## src/rtl/rf_alu_sequencer.sv

```systemverilog
// rf_alu_sequencer: multi-cycle command sequencer for the RF_ALU register-file/ALU datapath.
// Define SEQ_RETIRE_CNT_EN to add the 16-bit retired-command counter port.
module rf_alu_sequencer #(
    parameter int DATA_W = 32
) (
    input  logic              clk,
    input  logic              reset,
    input  logic              cmd_valid,
    output logic              cmd_ready,
    input  logic [31:0]       cmd_instr,
    input  logic [DATA_W-1:0] cmd_data,
    output logic              rsp_valid,
    input  logic              rsp_ready,
    output logic [DATA_W-1:0] rsp_result,
    output logic              rsp_zero,
    output logic              rsp_err,
    output logic              RegSet,
    output logic              RegWrite,
    output logic [3:0]        ALU_control,
    output logic [31:0]       instr,
    output logic [DATA_W-1:0] Writedata,
    input  logic [DATA_W-1:0] ALU_result,
    input  logic              Zero
`ifdef SEQ_RETIRE_CNT_EN
    ,
    output logic [15:0]       retired
`endif
);

    typedef enum logic [2:0] {
        ST_IDLE = 3'd0,
        ST_SET  = 3'd1,
        ST_EXEC = 3'd2,
        ST_WB   = 3'd3,
        ST_RESP = 3'd4
    } state_t;

    typedef enum logic [1:0] {
        KIND_SET = 2'd0,
        KIND_ALU = 2'd1,
        KIND_CMP = 2'd2,
        KIND_ILL = 2'd3
    } kind_t;

    state_t      state_r;
    state_t      state_next_s;
    kind_t       kind_s;
    logic [3:0]  alu_ctl_s;
    logic        rd_nz_s;
    logic        accept_s;
    logic        cmd_ready_s;
    logic        wr_en_r;
    logic        reg_set_next_s;
    logic        reg_write_next_s;

    // Command decode straight off the input bus so the accept edge can latch everything at once.
    always_comb begin
        kind_s    = KIND_ILL;
        alu_ctl_s = 4'b0000;
        rd_nz_s   = (cmd_instr[11:7] != 5'd0);
        case (cmd_instr[6:0])
            7'b0000000: kind_s = KIND_SET;
            7'b0110011: begin
                case (cmd_instr[14:12])
                    3'b000: begin
                        if (cmd_instr[31:25] == 7'b0000000) begin
                            kind_s    = KIND_ALU;
                            alu_ctl_s = 4'b0010;
                        end else if (cmd_instr[31:25] == 7'b0100000) begin
                            kind_s    = KIND_ALU;
                            alu_ctl_s = 4'b0110;
                        end else begin
                            kind_s    = KIND_ILL;
                            alu_ctl_s = 4'b0000;
                        end
                    end
                    3'b111: begin
                        kind_s    = KIND_ALU;
                        alu_ctl_s = 4'b0000;
                    end
                    3'b110: begin
                        kind_s    = KIND_ALU;
                        alu_ctl_s = 4'b0001;
                    end
                    3'b010: begin
                        kind_s    = KIND_ALU;
                        alu_ctl_s = 4'b0111;
                    end
                    default: kind_s = KIND_ILL;
                endcase
            end
            7'b1100011: begin
                kind_s    = KIND_CMP;
                alu_ctl_s = 4'b0110;
            end
            default: kind_s = KIND_ILL;
        endcase
    end

    // State register.
    always_ff @(posedge clk) begin
        if (reset) begin
            state_r <= ST_IDLE;
        end else begin
            state_r <= state_next_s;
        end
    end

    // Next-state logic.
    always_comb begin
        state_next_s = state_r;
        case (state_r)
            ST_IDLE: begin
                if (accept_s) begin
                    case (kind_s)
                        KIND_SET: state_next_s = ST_SET;
                        KIND_ALU: state_next_s = ST_EXEC;
                        KIND_CMP: state_next_s = ST_EXEC;
                        default:  state_next_s = ST_RESP;
                    endcase
                end else begin
                    state_next_s = ST_IDLE;
                end
            end
            ST_SET:  state_next_s = ST_RESP;
            ST_EXEC: state_next_s = ST_WB;
            ST_WB:   state_next_s = ST_RESP;
            ST_RESP: begin
                if (rsp_ready) begin
                    state_next_s = ST_IDLE;
                end else begin
                    state_next_s = ST_RESP;
                end
            end
            default: state_next_s = ST_IDLE;
        endcase
    end

    // Output decode: ready flag and the next value of the registered write strobes.
    always_comb begin
        cmd_ready_s      = 1'b0;
        reg_set_next_s   = 1'b0;
        reg_write_next_s = 1'b0;
        case (state_r)
            ST_IDLE: begin
                cmd_ready_s    = 1'b1;
                reg_set_next_s = cmd_valid && (kind_s == KIND_SET) && rd_nz_s;
            end
            ST_EXEC: reg_write_next_s = wr_en_r;
            default: cmd_ready_s = 1'b0;
        endcase
    end

    assign cmd_ready = cmd_ready_s;
    assign accept_s  = cmd_valid && cmd_ready_s;

    // Registered datapath controls and response; strobes are one-cycle by construction of the FSM.
    always_ff @(posedge clk) begin
        if (reset) begin
            RegSet      <= 1'b0;
            RegWrite    <= 1'b0;
            ALU_control <= 4'b0000;
            instr       <= 32'd0;
            Writedata   <= {DATA_W{1'b0}};
            rsp_valid   <= 1'b0;
            rsp_result  <= {DATA_W{1'b0}};
            rsp_zero    <= 1'b0;
            rsp_err     <= 1'b0;
            wr_en_r     <= 1'b0;
        end else begin
            RegSet    <= reg_set_next_s;
            RegWrite  <= reg_write_next_s;
            rsp_valid <= (state_next_s == ST_RESP);
            if (accept_s) begin
                rsp_err <= (kind_s == KIND_ILL);
                wr_en_r <= (kind_s == KIND_ALU) && rd_nz_s;
                case (kind_s)
                    KIND_SET: begin
                        instr     <= cmd_instr;
                        Writedata <= cmd_data;
                    end
                    KIND_ALU, KIND_CMP: begin
                        instr       <= cmd_instr;
                        ALU_control <= alu_ctl_s;
                    end
                    default: instr <= instr;
                endcase
            end
            if (state_r == ST_SET) begin
                rsp_result <= Writedata;
                rsp_zero   <= (Writedata == {DATA_W{1'b0}});
            end else if (state_r == ST_WB) begin
                rsp_result <= ALU_result;
                rsp_zero   <= Zero;
            end else begin
                rsp_result <= rsp_result;
            end
        end
    end

`ifdef SEQ_RETIRE_CNT_EN
    // Retired-command counter, one count per response handshake; wraps naturally.
    always_ff @(posedge clk) begin
        if (reset) begin
            retired <= 16'd0;
        end else if (rsp_valid && rsp_ready) begin
            retired <= retired + 16'd1;
        end else begin
            retired <= retired;
        end
    end
`endif

endmodule

```

## config.mk

```make
export PLATFORM = sky130hd
export DESIGN_NAME = rf_alu_sequencer
export DESIGN_NICKNAME = d
export VERILOG_FILES = /design/src/rtl/rf_alu_sequencer.sv
export SDC_FILE = /design/constraint.sdc
export NUM_CORES = 1
export LEC_CHECK = 0
export ABC_AREA = 1
export CAP_MARGIN = 0
export CORE_MARGIN = 5
export CORE_UTILIZATION = 36
export DETAILED_ROUTE_END_ITERATION = 10
export PLACE_DENSITY = 0.68
export RECOVER_POWER = 100
export SLEW_MARGIN = 10
export SYNTH_ARGS = -nofsm -noshare
export SYNTH_HDL_FRONTEND = slang
export SYNTH_SLANG_ARGS = --single-unit
```

## constraint.sdc

```tcl
create_clock -name clk -period 5 [get_ports clk]
set_clock_uncertainty 0.15 [all_clocks]
set_input_delay 0.75 -clock clk [delete_from_list [all_inputs] [get_ports clk]]
set_output_delay 0.75 -clock clk [all_outputs]
set_load 0.01 [all_outputs]
```

==> results.md, run 1 <==
- Cell Rows: 40
- Post-CTS Resized: 0
- Flop pwr share: 52.8%
- Vias in the first global route: 4474
- Clk buf depth: 2
- Slew @ Worst Pin: 2.35 ns
- Die height: 120 um
- Critical path arrival: 3.69 ns
- Starting Density: 36.3%
- Mux cell area share after synthesis: 0%
- Worst-path fanout max: 54
- Synth Area in Simple Gates: 21.0%
- Skew-Pair Late Insertion Delay: 0.34 ns
- RSZ-0062 raised after global routing: no
- Synthesized area: 4320 um^2
- Cell variety after synth: 25
- Post-CTS Setup Inserts: 0
- Post-Syn Instances: 582
- Ant diodes: 0
- Post-synth ARST share: 0%
- Comb power frac: 9.3%
- Net switching fraction of the power: 21.4%
- Peak supply drop: 149 uV
- CP Launch Type: flop
- Syn Area/Cell: 7.43 um^2
- Multi-input logic area: 1830 um^2
- CTS root buf: clkbuf_16
- Via count: 4551
- R2r worst-path depth: 7
- Fmax: 0.274 GHz
- Hold buffer count at cts: 0
- Core ar.: 11900 um^2
- Syn-to-layout area delta: 53.7%
- Input/output buffers: 205
- Compound-cell area share of the yosys netlist: 20.0%
- Max-Cap Viols: 2
- Adder-cell share of the synthesized area: 1.16%
- Syn_nets: 687
- Setup_tns: 0 ns
- Status: complete, but fails checks
- Final #Nets: 870
- Switching power: 0.000354 W
- Static Leak: 2.82 nW
- Post-route DRC: 0
- Grt ovf: 0
- Cell-internal power: 0.00130 W
- Final GP Congestion: 0.860
- Post-Place Cells: 901
- Final setup viols: 0
- Clock power share: 37.9%
- Main synth FF type: dfxtp_1
- Routed WL per cell: 15.8 um
- Total Wirelength: 14400 um
- Tmin final: 3.65 ns
- Worst Path Required: 5.03 ns
- Number of synthesized register bits: 108
- Worst-path clk slew: 0.07 ns
- CTS tree: built
- Die ar.: 14300 um^2
- Register area share after synthesis: 50.0%
- Hold Crit Depth: 2
- Hold Fails Final Rpt: 0
- First-pass GRT wire length: 22800 um
- Number of synthesized flops with an enable pin: 0
- Routed Antenna Nets: 0
- Max-slew headroom: -56.7%
- CTS H-Tree Depth: 3
- Drt pass-1 iters: 5
- Initial antenna violation count: 1
- Failing checks: capacitance limit, slew limit
- I/O pin total: 207
- Largest family of logic cells by synthesized area: simple AND/OR/NAND/NOR gates
- Type of the tightest min-delay check: flop to flop
- Pin count of the biggest net entering global routing: 67
- Non-filler cells, final: 913
- # fillers: 1158
- CTS buffer count: 9
- Final Max Tran Viols: 132
- Critical path class: flop to flop
- Storage element area: 2160 um^2
- Die Width: 120 um
- Yosys warns: 0
- Final Cycle Share: 73.0%
- All-layer global routing usage: 19.8%
- Cell Pwr Density: 250 nW/um^2
- Vias per Instance: 4.98
- DP HPWL: 10600 um
- Post-Synth XOR/XNOR Area: 0%
- Initial drt markers: 227
- Crit end category: flop
- Clock sinks: 108
- Share of cells above drive strength 1: 2.48%
cell families after synthesis:
family | count (synthesis)
AND/OR/NAND/NOR | 229
buffers and inverters | 76
other | 1
flip-flops | 108
adder cells (fa/ha/maj) | 4
AO/OA/AOI/OAI | 164
layer usage:
metal | up-vias | global-route usage (%) | wire length [um]
li1 | 2267 | - | -
met2 | 177 | 34.1 | 6830
met3 | 19 | 7.54 | 1430
met5 | - | 0 | 13
met4 | 2 | 6.08 | 242
met1 | 2086 | 22.6 | 5890
power groups by stage:
| stage | combinational, W | clock (W) | sequential (W) |
|---|---|---|---|
| 3_3_place_gp | 0.000160 | 0 | 0.000894 |
| 4_1_cts | 0.000161 | 0.000649 | 0.000875 |
| 6_report | 0.000155 | 0.000629 | 0.000875 |
| 2_1_floorplan | 0.0000435 | 0 | 0.000898 |
| 3_5_place_dp | 0.000160 | 0 | 0.000895 |
| 5_1_grt | 0.000169 | 0.000687 | 0.000875 |
cell usage in the layout (no fill, tap or decap):
master / count
a21oi_1: 42
a31oi_1: 31
o21ai_0: 89
dlygate4sd3_1: 105
nor2_1: 91
ha_1: 4
o221ai_1: 1
nor4_1: 2
inv_2: 2
buf_4: 3
clkbuf_8: 1
nand2_1: 118
clkdlybuf4s50_1: 100
clkinvlp_2: 1
conb_1: 1
nor3_1: 2
nand3_1: 8
nand4_1: 5
nand2_2: 1
dfxtp_1: 108
a21boi_0: 1
clkbuf_16: 9
inv_1: 35
nor2_4: 2
clkbuf_1: 4
per-stage QoR:
step                worst slack [ns]  instance area, um^2  hold slack [ns]  utilization, %  total power [W]
floorplan                       2.56                 4320            0.278               -         0.000941
global placement                1.46                 6420            0.292            53.9          0.00105
detailed placement              1.32                 6420            0.299            53.9          0.00105
CTS                             1.69                 6660            0.311            55.9          0.00169
global route                   0.900                 6650            0.327            55.8          0.00173
finish                          1.35                 6650            0.305            55.8          0.00166
cells in the mapped netlist (all sizes together), types with 2 or more instances:
| library cell | instances | area, um^2 |
|---|---|---|
| a21oi | 42 | 210 |
| a31oi | 31 | 194 |
| buf | 14 | 97.6 |
| clkbuf | 24 | 90.1 |
| dfxtp | 108 | 2160 |
| ha | 4 | 50.1 |
| inv | 38 | 145 |
| nand2 | 119 | 452 |
| nand3 | 8 | 40.0 |
| nand4 | 5 | 31.3 |
| nor2 | 93 | 364 |
| nor3 | 2 | 10.0 |
| nor4 | 2 | 12.5 |
| o21ai | 89 | 445 |
worst paths after layout:
| check | from | endpoint | slack, ns |
|---|---|---|---|
| worst max-delay path | state_r[1] | Writedata[5] | 1.35 |
| worst min-delay path | ALU_control[0] | ALU_control[0] | 0.31 |
| worst max register to register | state_r[1] | Writedata[5] | 1.35 |
| worst min register to register | ALU_control[0] | ALU_control[0] | 0.31 |
cell type report:
cell class,count,area share [%]
flip-flops and latches,108,32.5
multi-input cells,398,27.5
clock buffers,12,3.71
well taps,147,2.77
inverters,38,2.17
repair buffers,210,31.3
worst max-delay path: stages, from the launching register on:
cell	delay [ns]
dfxtp_1	0.35
clkinvlp_2	1.00
nand2_1	0.43
nor2_1	0.18
nand2_2	0.67
inv_1	0.45
nand2_1	0.17
a21oi_1	0.08
sequential cells by signal, summed over array words and instances, names as in the netlist:
signal and cells:
wr_en_r 1, rsp_zero 1, instr 32, RegSet 1
Writedata 32, RegWrite 1, state_r 3, rsp_result 32
ALU_control 3, rsp_valid 1, rsp_err 1
(Power assumes the default switching activity.)
==> run 2, diff against run 1 <==
- PLACE_DENSITY: 0.68 -> 0.71
- clock period: 5 -> 3 ns (I/O delays scaled with it)
==> results.md, run 2 (synthesis results as in run 1) <==
- Status: finished, final reports clean
- Clk buf depth: 2
- Setup_tns: 0 ns
- Die height: 120 um
- Crit end category: flop
- Post-Place Cells: 904
- Worst-path fanout max: 27
- CTS tree: built
- Post-route DRC: 0
- Cell Pwr Density: 433 nW/um^2
- R2r worst-path depth: 7
- Met2 wire length: 6770 um
- Most common cell after layout, fill and taps aside: nand2_1
- Final Max Tran Viols: 0
- Peak supply drop: 213 uV
- Reg2Reg Setup Slack: 0.84 ns
- CTS root buf: clkbuf_16
- Largest regs: Writedata (32), instr (32), rsp_result (32)
- Met3 wire length: 1650 um
- Static Leak: 2.88 nW
- Hold Fails Final Rpt: 0
- Skew-Pair Late Insertion Delay: 0.35 ns
- Cell Rows: 40
- I/O pin total: 207
- Input/output buffers: 205
- CP max stage delay: 0.60 ns
- Net switching fraction of the power: 22.2%
- CP max stage cell: dlygate4sd3_1
- CP Launch Type: primary input
- Type of the tightest min-delay check: flop to flop
- Switching power: 0.000651 W
- Final setup viols: 0
- Worst setup path end: Writedata[23]
- Starting Density: 36.3%
- Flop pwr share: 49.7%
- Critical path class: primary input to flop
- Worst setup path start: cmd_instr[5]
- Met1 wire length: 5720 um
- Top Layer Used: met4
- Grt ovf: 0
- Routed Antenna Nets: 0
- Initial drt markers: 222
- Max-Cap Viols: 0
- Critical path arrival: 2.79 ns
- Worst-path clk slew: 0.07 ns
- Comb power frac: 9.1%
- Total Wirelength: 14400 um
- Clock sinks: 108
- CTS H-Tree Depth: 3
- Pin count of the biggest net entering global routing: 66
- R2r endpoint: Writedata[23]
- Initial antenna violation count: 1
- Routed WL per cell: 15.6 um
- Hold Crit Depth: 2
- Share of cells above drive strength 1: 4.01%
- First-pass GRT wire length: 23000 um
- Syn-to-layout area delta: 56.7%
- Final Cycle Share: 88.6%
- Non-filler cells, final: 921
- Final GP Congestion: 0.915
- RSZ-0062 raised after global routing: no
- Vias per Instance: 5.03
- CTS buffer count: 9
- Most frequent cells in the layout: nand2_1 (118), dfxtp_1 (108), dlygate4sd3_1 (106), clkdlybuf4s50_1 (99), nor2_1 (90)
- Clock power share: 41.2%
- DP HPWL: 10500 um
- Vias in the first global route: 4550
- Post-CTS Resized: 0
- Slew @ Worst Pin: 1.05 ns
- Fmax: 0.376 GHz
- Worst Path Required: 3.13 ns
- Post-CTS Setup Inserts: 0
- Via count: 4630
- Final #Nets: 873
- Die ar.: 14300 um^2
- Reg2Reg Launch Point: state_r[1]
- Max-slew headroom: 29.9%
- Cell-internal power: 0.00228 W
- Core ar.: 11900 um^2
- All-layer global routing usage: 19.9%
- Hold path start: wr_en_r
- Die Width: 120 um
- Tmin final: 2.66 ns
- # fillers: 1107
- Drt pass-1 iters: 5
- Crit-path cells: dlygate4sd3_1 > nand2_1 > nor2_1 > o21ai_0 > o21ai_0 > nand2_1 > inv_1 > ha_1 > nand2_1 > buf_12 > o21ai_0 > a21oi_1
- Hold buffer count at cts: 0
## run 2: changes by cell type in the layout (fill, tap and decap cells not counted), moves of 2 or more
cell,previous run,this run
clkbuf_1,4,1
inv_2,2,4
o21ai_0,89,83
o21ai_1,0,6
buf_12,0,3
## run 2: per-stage QoR
stage | cell area [um^2] | setup slack, ns | hold WS (ns) | util (%) | total power, W
4_1_cts | 6780 | 0.458 | 0.308 | 56.9 | 0.00297
6_report | 6780 | 0.341 | 0.311 | 56.9 | 0.00293
3_5_place_dp | 6480 | 0.123 | 0.298 | 54.4 | 0.00176
2_1_floorplan | 4320 | 0.857 | 0.278 | - | 0.00157
5_1_grt | 6780 | 0.0892 | 0.343 | 56.9 | 0.00306
3_3_place_gp | 6480 | 0.246 | 0.294 | 54.4 | 0.00176
## run 2: final cells by class
cell class	count	area (um^2)	share of cell area, %
well taps	147	184	2.71
inverters	38	143	2.11
multi-input cells	398	1830	27.1
repair buffers	213	2150	31.7
diodes	1	2.50	0.0369
clock buffers	11	243	3.58
clock inverters	5	60.1	0.886
flip-flops and latches	108	2160	31.9
## run 2: worst min-delay path by stage
stage | slack (ns) | to
after floorplan | 0.28 | RegWrite
after global placement | 0.29 | RegWrite
after detailed placement | 0.30 | RegWrite
after CTS | 0.31 | RegWrite
after global routing | 0.34 | ALU_control[0]
final | 0.31 | RegWrite
## run 2: power groups by stage
stage	Sequential [W]	Clock [W]	Combinational (W)
finish	0.00146	0.00121	0.000266
global route	0.00146	0.00132	0.000289
CTS	0.00146	0.00124	0.000274
detailed placement	0.00149	0	0.000271
global placement	0.00149	0	0.000269
floorplan	0.00150	0	0.0000725
## run 2: metal layers
| metal | vias to the layer above | track usage [%] |
|---|---|---|
| li1 | 2285 | - |
| met1 | 2112 | 23.1 |
| met2 | 208 | 33.2 |
| met3 | 25 | 8.72 |
| met4 | 0 | 6.08 |
| met5 | - | 0 |
## run 2: critical path: cells and delay by family
family | cells | cell delay, ns
AOI/OAI and AO/OA | 4 | 0.70
adders and majority gates | 1 | 0.19
buffers and inverters | 3 | 0.87
and+or+nand+nor | 4 | 0.57
==> run 3, diff against run 2 <==
- CTS_BUF_LIST: default -> sky130_fd_sc_hd__clkbuf_16
- GPL_TIMING_DRIVEN: default -> 1
==> results.md, run 3 (synthesis results as in run 1) <==
- CTS H-Tree Depth: 3
- Cell-internal power: 0.00225 W
- Clock power share: 40.5%
- Post-CTS Resized: 0
- DP HPWL: 10500 um
- Core ar.: 11900 um^2
- Die height: 120 um
- Routed Antenna Nets: 0
- Slew @ Worst Pin: 1.05 ns
- Non-filler cells, final: 921
- Max-slew headroom: 29.9%
- Final GP Congestion: 0.915
- Input/output buffers: 205
- Clk buf depth: 2
- Die Width: 120 um
- Net switching fraction of the power: 22.3%
- Crit end category: flop
- Hold path start: wr_en_r
- CTS root buf: clkbuf_16
- Most frequent cells in the layout: nand2_1 (118), dfxtp_1 (108), dlygate4sd3_1 (106), clkdlybuf4s50_1 (99), nor2_1 (90)
- Die ar.: 14300 um^2
- Routed WL per cell: 15.6 um
- Final #Nets: 873
- Post-route DRC: 0
- Reg2Reg Launch Point: state_r[1]
- Flop pwr share: 50.3%
- Final setup viols: 0
- Peak supply drop: 214 uV
- Fmax: 0.375 GHz
- Initial antenna violation count: 1
- All-layer global routing usage: 19.9%
- Cell Rows: 40
- CTS tree: built
- Post-CTS Setup Inserts: 0
- Cell Pwr Density: 429 nW/um^2
- Via count: 4631
- Drt pass-1 iters: 5
- CTS buffer count: 9
- Skew-Pair Late Insertion Delay: 0.35 ns
- Setup_tns: 0 ns
- Static Leak: 2.88 nW
- First-pass GRT wire length: 23000 um
- Tmin final: 2.67 ns
- Pin count of the biggest net entering global routing: 66
- Post-Place Cells: 904
- Hold Crit Depth: 2
- Reg2Reg Setup Slack: 0.87 ns
- Max-Cap Viols: 0
- # fillers: 1107
- Critical path arrival: 2.80 ns
- Syn-to-layout area delta: 56.5%
- Layout Utilization: 56.8%
- Worst Path Required: 3.13 ns
- Status: finished, final reports clean
- Largest regs: Writedata (32), instr (32), rsp_result (32)
- R2r worst-path depth: 7
- Vias per Instance: 5.03
- Hold Fails Final Rpt: 0
- Hold buffer count at cts: 0
- Type of the tightest min-delay check: flop to flop
- Most common cell after layout, fill and taps aside: nand2_1
- R2r endpoint: Writedata[23]
- Comb power frac: 9.2%
- I/O pin total: 207
- CP Launch Type: primary input
- Critical path class: primary input to flop
- Switching power: 0.000647 W
- Vias in the first global route: 4548
- Initial drt markers: 215
- Final Max Tran Viols: 0
- Total Wirelength: 14400 um
- Clock sinks: 108
- Total power: 0.00290 W
- Final Cycle Share: 88.9%
- RSZ-0062 raised after global routing: no
- Share of cells above drive strength 1: 3.88%
- Starting Density: 36.3%
- Worst-path fanout max: 27
- Worst-path clk slew: 0.07 ns
- Grt ovf: 0
- Hold EP: RegWrite
[run 3: cell types whose count changed in the layout (fill, tap and decap cells not counted), sizes merged]
cell    before  now
clkbuf      12   10
clkinv       2    3
inv         39   40
[run 3: worst max-delay path by stage]
stage,startpoint,to,slack (ns),cells past startpoint
3_5_place_dp,cmd_instr[5],instr[16],0.12,13
2_1_floorplan,cmd_instr[2],instr[0],0.86,14
6_report,cmd_instr[5],Writedata[23],0.33,12
4_1_cts,cmd_instr[5],instr[16],0.46,13
3_3_place_gp,cmd_instr[4],ALU_control[2],0.25,13
5_1_grt,cmd_instr[5],instr[10],0.09,13
[run 3: metrics by stage]
step           setup slack (ns)  instance area (um^2)  hold slack (ns)
2_1_floorplan             0.857                  4320            0.278
3_5_place_dp              0.123                  6480            0.298
3_3_place_gp              0.246                  6480            0.294
6_report                  0.332                  6770            0.308
5_1_grt                  0.0892                  6770            0.343
4_1_cts                   0.458                  6770            0.308
[run 3: layer usage]
| metal | track usage [%] | up-vias | part of all wire [%] |
|---|---|---|---|
| met4 | 6.08 | 0 | 1.6 |
| met3 | 8.72 | 22 | 11 |
| met5 | 0 | - | 0 |
| met2 | 33.1 | 201 | 47 |
| li1 | - | 2285 | - |
| met1 | 23.0 | 2123 | 40 |
[run 3: area by class of cell]
cell class	instances	area, um^2	share of cell area (%)
clock buffers	9	225	3.33
flip-flops and latches	108	2160	32.0
clock inverters	7	67.6	0.999
inverters	38	143	2.11
diodes	1	2.50	0.0370
well taps	147	184	2.72
multi-input cells	398	1830	27.1
repair buffers	213	2150	31.7
[run 3: worst max-delay path: stages]
cell	delay [ns]
dlygate4sd3_1	0.60
nand2_1	0.09
nor2_1	0.05
o21ai_0	0.26
o21ai_0	0.18
nand2_1	0.17
inv_1	0.06
ha_1	0.19
nand2_1	0.25
buf_12	0.21
o21ai_0	0.11
a21oi_1	0.16
[run 3: power groups by stage]
stage,logic (W),registers [W],clock network (W)
floorplan,0.0000725,0.00150,0
global placement,0.000269,0.00149,0
detailed placement,0.000271,0.00149,0
CTS,0.000274,0.00146,0.00121
global route,0.000289,0.00146,0.00128
finish,0.000266,0.00146,0.00118
